File: src/rtl/dcache_assoc.sv
// N-way set-associative write-back, write-allocate data cache with true-LRU replacement and flush-on-halt.
// Latency: hits complete combinationally in the request cycle; misses take WORDS (clean) or 2*WORDS (dirty) memory transfers plus one cycle.
// Backpressure: memory dwait holds dREN/dWEN/daddr/dstore and the word counter; the datapath is stalled by keeping dhit low.
module dcache_assoc #(
  parameter int          SETS        = 8,
  parameter int          WAYS        = 2,
  parameter int          WORDS       = 2,
  parameter logic [31:0] HITCNT_ADDR = 32'h3100
) (
  input  logic        CLK,
  input  logic        nRST,
  input  logic        dmemREN,
  input  logic        dmemWEN,
  input  logic [31:0] dmemaddr,
  input  logic [31:0] dmemstore,
  input  logic        halt,
  output logic        dhit,
  output logic [31:0] dmemload,
  output logic        flushed,
  output logic        dREN,
  output logic        dWEN,
  output logic [31:0] daddr,
  output logic [31:0] dstore,
  input  logic [31:0] dload,
  input  logic        dwait
);

  // Field widths; a WORDS=1 or WAYS=1 field is carried as one constant-zero bit.
  localparam int OFFB  = $clog2(WORDS);
  localparam int OFF_W = (WORDS > 1) ? OFFB : 1;
  localparam int IDX_W = $clog2(SETS);
  localparam int WAY_W = (WAYS > 1) ? $clog2(WAYS) : 1;
  localparam int TAG_W = 30 - OFFB - IDX_W;

  localparam logic [OFF_W-1:0] LAST_WORD = OFF_W'(WORDS - 1);
  localparam logic [IDX_W-1:0] LAST_SET  = IDX_W'(SETS - 1);
  localparam logic [WAY_W-1:0] LAST_WAY  = WAY_W'(WAYS - 1);

  localparam logic [2:0] S_IDLE     = 3'd0;
  localparam logic [2:0] S_WB       = 3'd1;
  localparam logic [2:0] S_FETCH    = 3'd2;
  localparam logic [2:0] S_FLUSH    = 3'd3;
  localparam logic [2:0] S_FLUSH_WB = 3'd4;
  localparam logic [2:0] S_HITCNT   = 3'd5;
  localparam logic [2:0] S_DONE     = 3'd6;

  // Line state
  logic             r_valid [SETS][WAYS];
  logic             r_dirty [SETS][WAYS];
  logic [TAG_W-1:0] r_tag   [SETS][WAYS];
  logic [WAY_W-1:0] r_age   [SETS][WAYS];
  logic [31:0]      r_data  [SETS][WAYS][WORDS];

  // Controller state
  logic [2:0]       r_state;
  logic [OFF_W-1:0] r_word;
  logic [WAY_W-1:0] r_vway;
  logic [IDX_W-1:0] r_fset;
  logic [WAY_W-1:0] r_fway;
  logic             r_missed;
  logic [31:0]      r_hitcnt;

  // Request decode
  logic [TAG_W-1:0] w_tag;
  logic [IDX_W-1:0] w_idx;
  logic [OFF_W-1:0] w_off;
  logic             w_hit_any;
  logic [WAY_W-1:0] w_hit_way;
  logic [WAY_W-1:0] w_vic_way;
  logic [WAY_W-1:0] w_max_age;
  logic             w_idle_req;
  logic             w_miss;
  logic             w_wr_hit;
  logic             w_fetch_done;
  logic             w_fwb_done;
  logic             w_unused;

  assign w_tag    = dmemaddr[31 -: TAG_W];
  assign w_idx    = dmemaddr[2 + OFFB +: IDX_W];
  assign w_off    = (WORDS > 1) ? dmemaddr[2 +: OFF_W] : '0;
  assign w_unused = &{1'b0, dmemaddr[1:0]};

  // Memory word address of (tag, set, word); the word field vanishes when WORDS=1.
  function automatic logic [31:0] f_addr(input logic [TAG_W-1:0] tag,
                                         input logic [IDX_W-1:0] idx,
                                         input logic [OFF_W-1:0] wrd);
    logic [31:0] a;
    a = {tag, {(32 - TAG_W){1'b0}}};
    a = a | (32'(idx) << (2 + OFFB));
    if (WORDS > 1) a = a | (32'(wrd) << 2);
    return a;
  endfunction

  // Tag lookup across the ways of the addressed set; lowest matching way wins.
  always_comb begin
    w_hit_any = 1'b0;
    w_hit_way = '0;
    for (int w = WAYS - 1; w >= 0; w--) begin
      if (r_valid[w_idx][w] && (r_tag[w_idx][w] == w_tag)) begin
        w_hit_any = 1'b1;
        w_hit_way = WAY_W'(w);
      end
    end
  end

  // Victim choice: lowest-index invalid way, else the oldest way.
  always_comb begin
    w_vic_way = '0;
    w_max_age = r_age[w_idx][0];
    for (int w = 1; w < WAYS; w++) begin
      if (r_age[w_idx][w] > w_max_age) begin
        w_max_age = r_age[w_idx][w];
        w_vic_way = WAY_W'(w);
      end
    end
    for (int w = WAYS - 1; w >= 0; w--) begin
      if (!r_valid[w_idx][w]) w_vic_way = WAY_W'(w);
    end
  end

  // halt takes priority over a request in IDLE; reads take priority over writes.
  assign w_idle_req   = (r_state == S_IDLE) && !halt && (dmemREN || dmemWEN);
  assign dhit         = w_idle_req && w_hit_any;
  assign w_miss       = w_idle_req && !w_hit_any;
  assign w_wr_hit     = dhit && !dmemREN;
  assign w_fetch_done = (r_state == S_FETCH) && !dwait && (r_word == LAST_WORD);
  assign w_fwb_done   = (r_state == S_FLUSH_WB) && !dwait && (r_word == LAST_WORD);
  assign flushed      = (r_state == S_DONE);
  assign dmemload     = (dhit && dmemREN) ? r_data[w_idx][w_hit_way][w_off] : 32'd0;

  // Memory port drive; everything is derived from held state so it stays stable under dwait.
  always_comb begin
    dREN   = 1'b0;
    dWEN   = 1'b0;
    daddr  = 32'd0;
    dstore = 32'd0;
    case (r_state)
      S_WB: begin
        dWEN   = 1'b1;
        daddr  = f_addr(r_tag[w_idx][r_vway], w_idx, r_word);
        dstore = r_data[w_idx][r_vway][r_word];
      end
      S_FETCH: begin
        dREN  = 1'b1;
        daddr = f_addr(w_tag, w_idx, r_word);
      end
      S_FLUSH_WB: begin
        dWEN   = 1'b1;
        daddr  = f_addr(r_tag[r_fset][r_fway], r_fset, r_word);
        dstore = r_data[r_fset][r_fway][r_word];
      end
      S_HITCNT: begin
        dWEN   = 1'b1;
        daddr  = HITCNT_ADDR;
        dstore = r_hitcnt;
      end
      default: ;
    endcase
  end

  // Controller FSM: miss handling, flush scan, hit counter and word sequencing.
  always_ff @(posedge CLK or negedge nRST) begin
    if (!nRST) begin
      r_state  <= S_IDLE;
      r_word   <= '0;
      r_vway   <= '0;
      r_fset   <= '0;
      r_fway   <= '0;
      r_missed <= 1'b0;
      r_hitcnt <= 32'd0;
    end else begin
      case (r_state)
        S_IDLE: begin
          if (halt) begin
            r_state <= S_FLUSH;
            r_fset  <= '0;
            r_fway  <= '0;
          end else if (w_miss) begin
            r_vway   <= w_vic_way;
            r_word   <= '0;
            r_missed <= 1'b1;
            r_state  <= (r_valid[w_idx][w_vic_way] && r_dirty[w_idx][w_vic_way]) ? S_WB : S_FETCH;
          end else if (dhit) begin
            if (r_missed) r_missed <= 1'b0;
            else          r_hitcnt <= r_hitcnt + 32'd1;
          end
        end
        S_WB: begin
          if (!dwait) begin
            if (r_word == LAST_WORD) begin
              r_word  <= '0;
              r_state <= S_FETCH;
            end else begin
              r_word <= r_word + 1'b1;
            end
          end
        end
        S_FETCH: begin
          if (!dwait) begin
            if (r_word == LAST_WORD) begin
              r_word  <= '0;
              r_state <= S_IDLE;
            end else begin
              r_word <= r_word + 1'b1;
            end
          end
        end
        S_FLUSH: begin
          if (r_valid[r_fset][r_fway] && r_dirty[r_fset][r_fway]) begin
            r_word  <= '0;
            r_state <= S_FLUSH_WB;
          end else if ((r_fset == LAST_SET) && (r_fway == LAST_WAY)) begin
            r_state <= S_HITCNT;
          end else if (r_fway == LAST_WAY) begin
            r_fway <= '0;
            r_fset <= r_fset + 1'b1;
          end else begin
            r_fway <= r_fway + 1'b1;
          end
        end
        S_FLUSH_WB: begin
          // Once written back the line is clean, so FLUSH moves past it on its next look.
          if (!dwait) begin
            if (r_word == LAST_WORD) begin
              r_word  <= '0;
              r_state <= S_FLUSH;
            end else begin
              r_word <= r_word + 1'b1;
            end
          end
        end
        S_HITCNT: begin
          if (!dwait) r_state <= S_DONE;
        end
        S_DONE: ;
        default: r_state <= S_IDLE;
      endcase
    end
  end

  // Line metadata: valid/dirty/tag on fill, dirty on write hit or flush, LRU ages on hit.
  always_ff @(posedge CLK or negedge nRST) begin
    if (!nRST) begin
      for (int s = 0; s < SETS; s++) begin
        for (int w = 0; w < WAYS; w++) begin
          r_valid[s][w] <= 1'b0;
          r_dirty[s][w] <= 1'b0;
          r_tag[s][w]   <= '0;
          r_age[s][w]   <= WAY_W'(w);
        end
      end
    end else begin
      if (w_wr_hit) r_dirty[w_idx][w_hit_way] <= 1'b1;
      if (dhit && (WAYS > 1)) begin
        for (int w = 0; w < WAYS; w++) begin
          if (WAY_W'(w) == w_hit_way)
            r_age[w_idx][w] <= '0;
          else if (r_age[w_idx][w] < r_age[w_idx][w_hit_way])
            r_age[w_idx][w] <= r_age[w_idx][w] + 1'b1;
        end
      end
      if (w_fetch_done) begin
        r_valid[w_idx][r_vway] <= 1'b1;
        r_dirty[w_idx][r_vway] <= 1'b0;
        r_tag[w_idx][r_vway]   <= w_tag;
      end
      if (w_fwb_done) r_dirty[r_fset][r_fway] <= 1'b0;
    end
  end

  // Data array: write hits store the datapath word, fetches capture memory words.
  always_ff @(posedge CLK) begin
    if (w_wr_hit) r_data[w_idx][w_hit_way][w_off] <= dmemstore;
    if ((r_state == S_FETCH) && !dwait) r_data[w_idx][r_vway][r_word] <= dload;
  end

endmodule

File: config.mk
export PLATFORM = sky130hd
export DESIGN_NAME = dcache_assoc
export DESIGN_NICKNAME = d
export VERILOG_FILES = /design/src/rtl/dcache_assoc.sv
export SDC_FILE = /design/constraint.sdc
export NUM_CORES = 2
export LEC_CHECK = 0
export BUFFER_PORTS_ARGS = -buffer_cell sky130_fd_sc_hd__buf_2
export CAP_MARGIN = 20
export CELL_PAD_IN_SITES_DETAIL_PLACEMENT = 1
export CELL_PAD_IN_SITES_GLOBAL_PLACEMENT = 2
export CORE_ASPECT_RATIO = 2
export CORE_MARGIN = 2
export CORE_UTILIZATION = 45
export DETAILED_ROUTE_END_ITERATION = 16
export PLACE_DENSITY_LB_ADDON = 0.1
export SLEW_MARGIN = 25
export SYNTH_ARGS = -nofsm -noshare
export SYNTH_HDL_FRONTEND = slang
export SYNTH_SLANG_ARGS = --single-unit
File: constraint.sdc
create_clock -name CLK -period 5.7 [get_ports CLK]
set_input_delay 0.285 -clock CLK [delete_from_list [all_inputs] [get_ports CLK]]
set_output_delay 0.285 -clock CLK [all_outputs]
set_load 0.05 [all_outputs]
==> flow_summary.ini <==
[global_routing]
grt_pass1_wl_mm = 524.4
grt_max_degree = 154
overflow = 0
track_usage_pct = 44.02
first_global_vias = 65940
antenna_found_initial = 26

[placed_design]
post-place-ws_ns = -0.3568
io_buffers = 197
place_area_um2 = 83820
dp_cells = 8374
gp_congestion = 0.9324
dp.final_hpwl_mm = 246.5

[synth]
yosys-top-cells-area = edfxtp_1 40%, dfrtp_1 16%, mux2_2 8.2%, a22oi_1 4.5%, mux2i_1 4.4%
ys.flop_type = edfxtp_1
avgSynthCellArea_um2 = 12.64
syn_inst = 6034
yosysTopAreaCell = edfxtp_1
syn_area_um2 = 76250
yosysSeqAreaShare_pct = 56.95
ys_warn_count = 0
synth-seq-cells = 1530
synth_cell_types = 78
synth_top_cell_area_share_pct = 40.33
synth-edff-count = 1024
ys_async_sr_fraction_pct = 33.07

[cells_and_area]
fin_area_um2 = 89520
fin_nets = 6459
nFillCells = 16740
drive_gt1_share_pct = 26.39
final_core_util_pct = 53.15
multiInputGateArea_um2 = 31140
area_growth_pct = 17.41
regArea_um2 = 43440
final_cells = 8730

[clocking]
cts_tree = yes
cts_buffers = 152
clockBufferDepth = 4
ctsRootBufferMaster = clkbuf_16
cts_setup_buffers = 0
htree_levels = 4
cts_sinks = 1530
clock_latency_ns = 0.85
cts.clk_slew.worst_paths_ns = 0.07

[detailed_routing]
via_count = 63680
wl_mm = 383.8
ant_nets = 0
dr.pass1.iters = 8
routedWlPerCell_um = 43.97
drcViolationCount = 0
avgViaCountPerCell = 7.294
drtIter0Drc = 7479

[worst_setup_path]
crit_family = simple AND/OR/NAND/NOR gates
crit_chain = mux4_2 > mux2i_1 > xor2_1 > buf_4 > nand4_1 > or4_1 > nor4_4 > buf_4 > buf_4 > nand2_4 > buf_12 > buf_12 > mux2_1 > o22ai_1 > buf_4 > buf_12
worst_path_max_delay_cell = or4_1
max_stage_delay_ns = 0.62
path_buf_inv = 7
end_kind = primary output
critPathKind = flip-flop to primary output
required_ns = 5.41
cp-start-kind = flip-flop
cp.arrival_ns = 5.38
path_max_fanout = 18
cpMostUsedCell = buf_4

[power]
power_density_nw_per_um2 = 262.0
swShare_pct = 23.35
seqPwrFrac_pct = 50.6
ir_drop_mv = 0.2571
p_int_mw = 17.98
switchingPower_mw = 5.477
pwr-share-comb_pct = 6.0
p_leak_nw = 35.00
pwr-share-clk_pct = 43.4
p_total_mw = 23.45

[timing]
hold_viol = 0
finalCritPeriodShare_pct = 99.42
relSlewSlack_pct = 20.23
final.setup_skew_ns = 0.06310
fmax_ghz = 0.1765
worstMarginPinSlew_ns = 1.197
setup_violations = 0
setup_ws_ns = 0.03284
fin_crit_ns = 5.667
fin_hold_ws_ns = 0.02998
rsz0062_at_grt = no
setup_tns_ns = 0
drv_slew = 0

[status]
status = completed

[die]
fp-row-count = 213
core_um2 = 168400
ios = 202
die_h_um = 586.1
die_area_um2 = 172900
initial_core_util_pct = 45.27
die_x_um = 295.1

[flow_run]
max-cap-violations = 0

[worst_hold_path]
hp-class = input port to flip-flop
-- worst paths after layout --
path	from	end	slack, ns	cells after the start
setup / recovery	r_tag[222]	dmemload[13]	0.03	16
setup reg to reg	r_tag[255]	r_data[1][110]	1.03	12
min in group asynchronous	nRST	r_tag[128]	0.13	2
hold reg to reg	r_valid[4]	r_valid[4]	0.50	1
hold / removal	dmemaddr[30]	r_tag[206]	0.03	2
max in group asynchronous	nRST	r_tag[402]	4.06	3
-- layout by cell type, fill, tap and decap left out, types with 18 or more instances in the layout --
| cell type | count |
|---|---|
| a21oi_1 | 300 |
| a221o_1 | 53 |
| a221oi_1 | 226 |
| a22o_1 | 94 |
| a22oi_1 | 458 |
| a31oi_1 | 30 |
| and3_1 | 33 |
| buf_12 | 166 |
| buf_2 | 171 |
| buf_4 | 283 |
| clkbuf_1 | 28 |
| clkbuf_16 | 154 |
| clkinv_1 | 27 |
| dfrtp_1 | 492 |
| dlygate4sd3_1 | 81 |
| edfxtp_1 | 1024 |
| mux2_2 | 553 |
| mux2i_1 | 331 |
| mux4_2 | 145 |
| nand2_1 | 578 |
| nand2_2 | 18 |
| nand2b_1 | 21 |
| nand3_1 | 105 |
| nand4_1 | 57 |
| nor2_1 | 211 |
| nor2_4 | 55 |
| nor3_1 | 29 |
| nor3_2 | 19 |
| o2111ai_1 | 18 |
| o211ai_1 | 28 |
| o21ai_0 | 231 |
| o22ai_1 | 38 |
| xnor2_1 | 41 |
| xor2_1 | 35 |
-- timing repair --
item | CTS | global route
hold buffers | 81 | 0
hold endpoints to repair | 693 | 0
pin swaps | 0 | 0
resized for setup | 4 | 4
endpoints found under the setup margin | 32 | 7
-- worst reg2reg max path, stage by stage (launching register included) --
cell and delay (ns):
dfrtp_1 0.42, mux4_2 0.48, mux2i_1 0.32, xnor2_2 0.28
nor4_4 0.46, nand4_1 0.31, or4_1 0.73, buf_4 0.24
nor3_4 0.22, a21boi_1 0.16, buf_12 0.18, nor2_4 0.31
buf_12 0.25
-- area by class of cell --
cell class,count,area share [%]
diodes,15,0.04193
clock buffers,194,4.607
clock inverters,64,0.7226
inverters,26,0.1174
multi-input cells,3938,34.79
flip-flops and latches,1530,48.53
well taps,2257,3.155
repair buffers,706,8.039
-- routing by layer --
metal / vias up / global-route usage, % / part of all wire (%)
li1: 24290 / - / -
met1: 33140 / 48.64 / 33
met2: 4521 / 70.46 / 47
met3: 1704 / 9.523 / 9.3
met4: 16 / 41.06 / 11
met5: - / 0 / 0.030
-- cell families (layout without fill, tap and decap cells) --
| group | count (synthesis) | in the layout | synth area share [%] |
|---|---|---|---|
| buffers and inverters | 567 | 990 | 3.033 |
| AND/OR/NAND/NOR | 1198 | 1198 | 6.945 |
| flip-flops | 1530 | 1530 | 56.95 |
| AO/OA/AOI/OAI | 1611 | 1611 | 15.08 |
| multiplexers | 1047 | 1047 | 17.06 |
| other | 1 | 17 | 0.004918 |
| adder cells (fa/ha/maj) | 3 | 3 | 0.04923 |
| XOR/XNOR | 77 | 77 | 0.8845 |
-- cell usage after synthesis, types with 42 or more instances --
cell / number
a22o_1: 94
nand4_1: 57
xnor2_1: 42
a22oi_1: 458
a221oi_1: 227
nor2_1: 270
dfrtp_1: 498
buf_1: 87
nand3_1: 107
clkbuf_1: 387
o21ai_0: 232
nand2_1: 596
a21oi_1: 301
mux2_2: 553
mux2i_1: 332
buf_2: 42
mux4_2: 145
a221o_1: 53
edfxtp_1: 1024
-- power by group through the flow --
stage | registers (mW) | logic (mW) | clock network, mW
floorplan | 12.1 | 0.660 | 0
global placement | 12.1 | 1.28 | 0
detailed placement | 12.1 | 1.30 | 0
CTS | 11.9 | 1.36 | 10.2
global route | 11.9 | 1.44 | 10.6
finish | 11.9 | 1.40 | 10.2
-- sequential cells by signal, summed over array words and instances (netlist names) --
signal / flops
r_hitcnt: 32
r_dirty: 16
r_missed: 1
r_valid: 16
r_word: 1
r_state: 3
r_fset: 3
r_age: 16
r_tag: 416
r_vway: 1
r_data: 1024
r_fway: 1
No activity file was read; power rests on OpenSTA's default activity.
